--- src/rtl/alu_seq.sv ---
// Handshaked sequential ALU: registered single-cycle ops plus iterative
// multiply / unsigned divide / remainder, one operation in flight.
module alu_seq #(
  parameter int unsigned WIDTH = 16,
  parameter int unsigned SHW   = $clog2(WIDTH)
) (
  input  logic             clk,
  input  logic             rst_n,
  input  logic             in_valid,
  output logic             in_ready,
  input  logic [WIDTH-1:0] A,
  input  logic [WIDTH-1:0] B,
  input  logic [3:0]       op,
  output logic             out_valid,
  input  logic             out_ready,
  output logic [WIDTH-1:0] out,
  output logic [2:0]       comp,
  output logic             div0,
  output logic             illegal
);

  localparam int unsigned CNT_W = SHW;
  localparam logic [CNT_W-1:0] CNT_MAX = CNT_W'(WIDTH - 1);

  localparam logic [3:0] OP_ADD = 4'b0000;
  localparam logic [3:0] OP_SUB = 4'b0001;
  localparam logic [3:0] OP_AND = 4'b0010;
  localparam logic [3:0] OP_OR  = 4'b0011;
  localparam logic [3:0] OP_XOR = 4'b0100;
  localparam logic [3:0] OP_NOT = 4'b0101;
  localparam logic [3:0] OP_SLL = 4'b0110;
  localparam logic [3:0] OP_SRA = 4'b0111;
  localparam logic [3:0] OP_SRL = 4'b1000;
  localparam logic [3:0] OP_CMP = 4'b1001;
  localparam logic [3:0] OP_MUL = 4'b1010;
  localparam logic [3:0] OP_DIV = 4'b1011;
  localparam logic [3:0] OP_REM = 4'b1100;

  typedef enum logic [1:0] {S_IDLE, S_EXEC, S_BUSY, S_DONE} state_e;

  state_e             state_q, state_d;
  logic [WIDTH-1:0]   a_q, a_d, b_q, b_d;
  logic [3:0]         op_q, op_d;
  logic [CNT_W-1:0]   cnt_q, cnt_d;
  logic [WIDTH-1:0]   acc_q, acc_d, quo_q, quo_d;
  logic [WIDTH-1:0]   out_q, out_d;
  logic [2:0]         comp_q, comp_d;
  logic               div0_q, div0_d, illegal_q, illegal_d;
  logic               in_ready_q, in_ready_d, out_valid_q, out_valid_d;

  logic [SHW-1:0]     sh;
  logic [WIDTH-1:0]   single_res;
  logic [2:0]         cmp;
  logic [CNT_W-1:0]   bit_idx;
  logic [WIDTH-1:0]   mul_nxt, rem_nxt, quo_nxt;
  logic [WIDTH:0]     trial, diff;
  logic               is_iter, is_illegal;

  // Datapath for single-cycle ops, flags and one iteration of mul/div
  always_comb begin
    sh         = b_q[SHW-1:0];
    is_iter    = (op == OP_MUL) || (op == OP_DIV) || (op == OP_REM);
    is_illegal = (op_q > OP_REM);
    cmp        = {$signed(a_q) > $signed(b_q), a_q == b_q, $signed(a_q) < $signed(b_q)};
    single_res = '0;
    case (op_q)
      OP_ADD:  single_res = a_q + b_q;
      OP_SUB:  single_res = a_q - b_q;
      OP_AND:  single_res = a_q & b_q;
      OP_OR:   single_res = a_q | b_q;
      OP_XOR:  single_res = a_q ^ b_q;
      OP_NOT:  single_res = ~a_q;
      OP_SLL:  single_res = a_q << sh;
      OP_SRA:  single_res = $unsigned($signed(a_q) >>> sh);
      OP_SRL:  single_res = a_q >> sh;
      default: single_res = '0;
    endcase
    bit_idx = CNT_MAX - cnt_q;
    mul_nxt = (acc_q << 1) + (b_q[bit_idx] ? a_q : '0);
    // Restoring step: a zero divisor always "fits", giving all-ones / A
    trial   = {acc_q, a_q[bit_idx]};
    diff    = trial - {1'b0, b_q};
    rem_nxt = diff[WIDTH] ? trial[WIDTH-1:0] : diff[WIDTH-1:0];
    quo_nxt = {quo_q[WIDTH-2:0], ~diff[WIDTH]};
  end

  // Next-state and registered-output logic
  always_comb begin
    state_d   = state_q;
    a_d       = a_q;
    b_d       = b_q;
    op_d      = op_q;
    cnt_d     = cnt_q;
    acc_d     = acc_q;
    quo_d     = quo_q;
    out_d     = out_q;
    comp_d    = comp_q;
    div0_d    = div0_q;
    illegal_d = illegal_q;
    case (state_q)
      S_IDLE: begin
        if (in_valid) begin
          a_d     = A;
          b_d     = B;
          op_d    = op;
          cnt_d   = '0;
          acc_d   = '0;
          quo_d   = '0;
          state_d = is_iter ? S_BUSY : S_EXEC;
        end
      end
      S_EXEC: begin
        out_d     = single_res;
        comp_d    = cmp;
        div0_d    = 1'b0;
        illegal_d = is_illegal;
        state_d   = S_DONE;
      end
      S_BUSY: begin
        acc_d = (op_q == OP_MUL) ? mul_nxt : rem_nxt;
        quo_d = quo_nxt;
        cnt_d = cnt_q + CNT_W'(1);
        if (cnt_q == CNT_MAX) begin
          cnt_d     = '0;
          out_d     = (op_q == OP_MUL) ? mul_nxt : (op_q == OP_DIV) ? quo_nxt : rem_nxt;
          comp_d    = cmp;
          div0_d    = (op_q != OP_MUL) && (b_q == '0);
          illegal_d = 1'b0;
          state_d   = S_DONE;
        end
      end
      S_DONE: begin
        if (out_ready) state_d = S_IDLE;
      end
      default: state_d = S_IDLE;
    endcase
    in_ready_d  = (state_d == S_IDLE);
    out_valid_d = (state_d == S_DONE);
  end

  always_ff @(posedge clk) begin
    if (!rst_n) begin
      state_q     <= S_IDLE;
      a_q         <= '0;
      b_q         <= '0;
      op_q        <= '0;
      cnt_q       <= '0;
      acc_q       <= '0;
      quo_q       <= '0;
      out_q       <= '0;
      comp_q      <= '0;
      div0_q      <= 1'b0;
      illegal_q   <= 1'b0;
      in_ready_q  <= 1'b1;
      out_valid_q <= 1'b0;
    end else begin
      state_q     <= state_d;
      a_q         <= a_d;
      b_q         <= b_d;
      op_q        <= op_d;
      cnt_q       <= cnt_d;
      acc_q       <= acc_d;
      quo_q       <= quo_d;
      out_q       <= out_d;
      comp_q      <= comp_d;
      div0_q      <= div0_d;
      illegal_q   <= illegal_d;
      in_ready_q  <= in_ready_d;
      out_valid_q <= out_valid_d;
    end
  end

  assign in_ready  = in_ready_q;
  assign out_valid = out_valid_q;
  assign out       = out_q;
  assign comp      = comp_q;
  assign div0      = div0_q;
  assign illegal   = illegal_q;

endmodule

--- config.mk ---
export PLATFORM = sky130hd
export DESIGN_NAME = alu_seq
export DESIGN_NICKNAME = d
export VERILOG_FILES = /design/src/rtl/alu_seq.sv
export SDC_FILE = /design/constraint.sdc
export NUM_CORES = 1
export LEC_CHECK = 0
export ABC_AREA = 0
export BUFFER_PORTS_ARGS = -buffer_cell sky130_fd_sc_hd__buf_2
export CORE_UTILIZATION = 44
export CTS_CLUSTER_DIAMETER = 50
export DETAILED_ROUTE_END_ITERATION = 8
export SLEW_MARGIN = 15
export SYNTH_ARGS = -nofsm -noshare
export SYNTH_HDL_FRONTEND = slang
export SYNTH_SLANG_ARGS = --single-unit
--- constraint.sdc ---
create_clock -name clk -period 5.8 [get_ports clk]
set_input_delay 1.16 -clock clk [delete_from_list [all_inputs] [get_ports clk]]
set_output_delay 1.16 -clock clk [all_outputs]
set_load 0.01 [all_outputs]
==> qor.yml <==
drt:
  vias_per_cell: 6.53
  drc: 0
  wirelength_um: 39000
  dr.pass1.iters: 5
  ant_nets: 0
  post_drt_wl_per_cell_um: 23.6
  drt-initial-drc-count: 1151
  vias: 10800
synth:
  syn_avg_cell_area_um2: 7.55
  ys_seq_area_share_pct: 18.8
  synth_cells: 1351
  synthMuxAreaShare_pct: 9.87
  synth_top_family_by_area: "compound AO/OA/AOI/OAI gates"
  syn_nets: 1475
  synth_edf_count: 0
  synth_xor_area_share_pct: 2.15
  ys.flop_type: "dfxtp_1"
  synth_cell_types: 81
  ys_ff_latch: 96
  async_flop_share_pct: 0
  synth_compound_area_share_pct: 30.3
  synth_area_um2: 10200
  yosys_warnings: 0
  synthSimpleGateAreaFrac_pct: 21.6
  synth_fa_ha_area_share_pct: 10.6
grt:
  track_usage_pct: 33.0
  grt_pass1_vias: 9940
  grt_pass1_wl_um: 60200
  grt_max_degree: 60
  globalRouteOverflowTotal: 0
  antenna_found_initial: 0
timing:
  setup_viol: 0
  rsz0062_at_grt: "no"
  period_minus_slack_ps: 5080
  hold_violations: 0
  final.setup.tns_ps: 0
  final.period_utilization_pct: 87.6
  slew_viol_final: 0
  slew_headroom_pct: 23.4
  finalClockSkew_ps: 18.9
  tightest_slew_ps: 1150
  clock.fmax_ghz: 0.197
final_layout:
  area_growth_pct: 8.47
  ff_latch_area_um2: 1920
  num-fill-cells: 2330
  multiInputGateArea_um2: 7620
  num_antenna_cells: 0
  final_layout_size_suffix_gt1_share_pct: 13.8
  layout_commonest_cell: "nand2_1"
  fin_nets: 1485
  layout_common_cells: "nand2_1, nor2_1, a21oi_1, dfxtp_1, ha_1"
floorplan:
  start_util_pct: 44.9
  fp.dieW_um: 154
  die-area_um2: 23800
  pin_count: 63
  rows: 55
  coreArea_um2: 22700
  die-height_um: 154
critical_path:
  ff2ff_path_depth: 16
  cp_cell_sequence: "mux4_2 -> mux4_2 -> inv_1 -> ha_1 -> inv_1 -> fa_1 -> a211oi_2 -> nor3_2 -> o41ai_4 -> a211oi_2 -> a311oi_4 -> buf_4 -> mux2i_1 -> nor2_1 -> a2111oi_0 -> nor2_1"
  endpoint_kind: "register"
  cpPeakStageDelay_ps: 690
  cp_max_fo: 23
  crit_type: "reg2reg"
  cp_num_cells: 16
  path_delay_family: "compound AO/OA/AOI/OAI gates"
  worstReg2RegEnd: "out[2]"
  cp.arrival_ps: 5310
  required_ps: 6030
  worstSetupStartpointType: "register"
  crit_path_top_delay_cell: "dfxtp_1"
  ff2ff_setup_slack_ps: 720
  worst_r2r_startpoint: "cnt_q[0]"
  crit_buf_inv: 3
power_and_ir_drop:
  sw_frac_of_total_pct: 46.2
  p_leak_nw: 4.42
  internal_power_w: 0.00162
  pwr-share-seq_pct: 26.4
  clock_power_share_pct: 20.6
  finalPower_w: 0.00300
  ir_drop_uv: 176
  pwr_density_cell_nw_per_um2: 271
  p_comb_share_pct: 53.0
  netSwitchingPower_w: 0.00139
placed_design:
  place.gp.congestion: 0.999
  dp_hpwl_um: 29400
  portBuffers: 62
cts:
  cts_sinks: 96
  cts_tree: "built"
  clkTransAtPathRegs_ps: 80
  cts.repair.resized: 0
  cts_root_buf: "clkbuf_16"
  post-cts-setup-buffers: 0
  htreeDepth: 3
  numCtsBuffers: 9
  clkLatencyLatePin_ps: 370
  cts_hold_buf: 0
  clock_path_buffers: 2
hold_path:
  min-delay-start: "div0"
  whs_path_depth: 2
  min_to: "div0"
  hold_class: "reg2reg"
run:
  drv_cap: 0
status:
  status: "finished, final reports clean"
[how the worst max path moves through the flow]
stage | start | to | slack (ps)
floorplan | cnt_q[0] | out[2] | 1210
global route | cnt_q[0] | out[2] | 260
CTS | cnt_q[0] | out[2] | 730
detailed placement | cnt_q[0] | out[2] | 780
global placement | cnt_q[0] | out[2] | 930
finish | cnt_q[0] | out[2] | 720
[cell type report]
class,instances,area share [%]
Sequential cell,96,17.4
Clock inverter,7,0.543
Timing Repair Buffer,107,5.86
Clock buffer,9,2.03
Inverter,63,2.14
Tap cell,285,3.22
Multi-Input combinational cell,1084,68.8
[stage by stage]
step	util, %	instances	setup slack (ps)	hold WS (ps)	instance area [um2]
after floorplan	-	1351	1210	444	10200
after global placement	47.5	1635	930	453	10800
after detailed placement	47.5	1635	775	459	10800
after CTS	48.7	1651	731	471	11100
after global routing	48.7	1651	255	487	11100
final	48.7	1651	719	465	11100
[synth_stat cells (13+ instances only)]
cell | n | area, um2
nand2_1 | 174 | 653
nor2_1 | 112 | 420
a21oi_1 | 98 | 490
dfxtp_1 | 96 | 1920
ha_1 | 80 | 1000
o21ai_0 | 78 | 390
clkbuf_1 | 75 | 282
inv_1 | 62 | 233
a21boi_0 | 45 | 338
nand3_1 | 39 | 195
mux4_2 | 32 | 721
nor3_1 | 28 | 140
a211oi_1 | 23 | 173
mux2i_1 | 23 | 230
and2_1 | 22 | 138
o221ai_1 | 20 | 175
nand2b_1 | 19 | 119
buf_2 | 18 | 90.1
a31oi_1 | 17 | 106
a21o_1 | 16 | 120
nor2b_1 | 15 | 93.8
o211ai_1 | 15 | 113
xnor2_1 | 15 | 131
o22ai_1 | 13 | 81.3
o31ai_1 | 13 | 97.6
[state kept, by name (all words and copies together), names as in the netlist]
| name | flops |
|---|---|
| a_q | 16 |
| acc_q | 16 |
| b_q | 16 |
| cnt_q | 4 |
| comp | 3 |
| div0 | 1 |
| illegal | 1 |
| in_ready | 1 |
| op_q | 4 |
| out | 16 |
| out_valid | 1 |
| quo_q | 15 |
| state_q | 2 |
[tightest hold or removal path, delay by kind of cell, from the launching register on]
kind | cells | cell delay, ps
AOI/OAI and AO/OA | 1 | 60
DFF | 1 | 310
and+or+nand+nor | 1 | 50
[power by group through the flow]
| stage | clock, W | combinational [W] | sequential (W) |
|---|---|---|---|
| after floorplan | 0 | 0.00113 | 0.000788 |
| after global placement | 0 | 0.00155 | 0.000808 |
| after detailed placement | 0 | 0.00155 | 0.000808 |
| after CTS | 0.000622 | 0.00156 | 0.000793 |
| after global routing | 0.000647 | 0.00171 | 0.000801 |
| final | 0.000618 | 0.00159 | 0.000794 |
[metal layers]
layer  routed length [um]  GRT usage (%)  vias up
met5                    0              0        -
met4                 1500           12.9        0
met3                 3150           5.44       86
met2                17500           51.9      523
met1                16800           45.0     5187
li1                     -              -     4987
[cell families (layout without fill, tap and decap cells)]
group                      count (synthesis)  after routing
muxes                                     60             60
and+or+nand+nor                          473            473
AOI/OAI and AO/OA                        442            442
DFF                                       96             96
adders and majority gates                 84             84
buffers and inverters                    171            186
xor gates and xnor gates                  25             25
No activity file was read; power rests on OpenSTA's default activity.
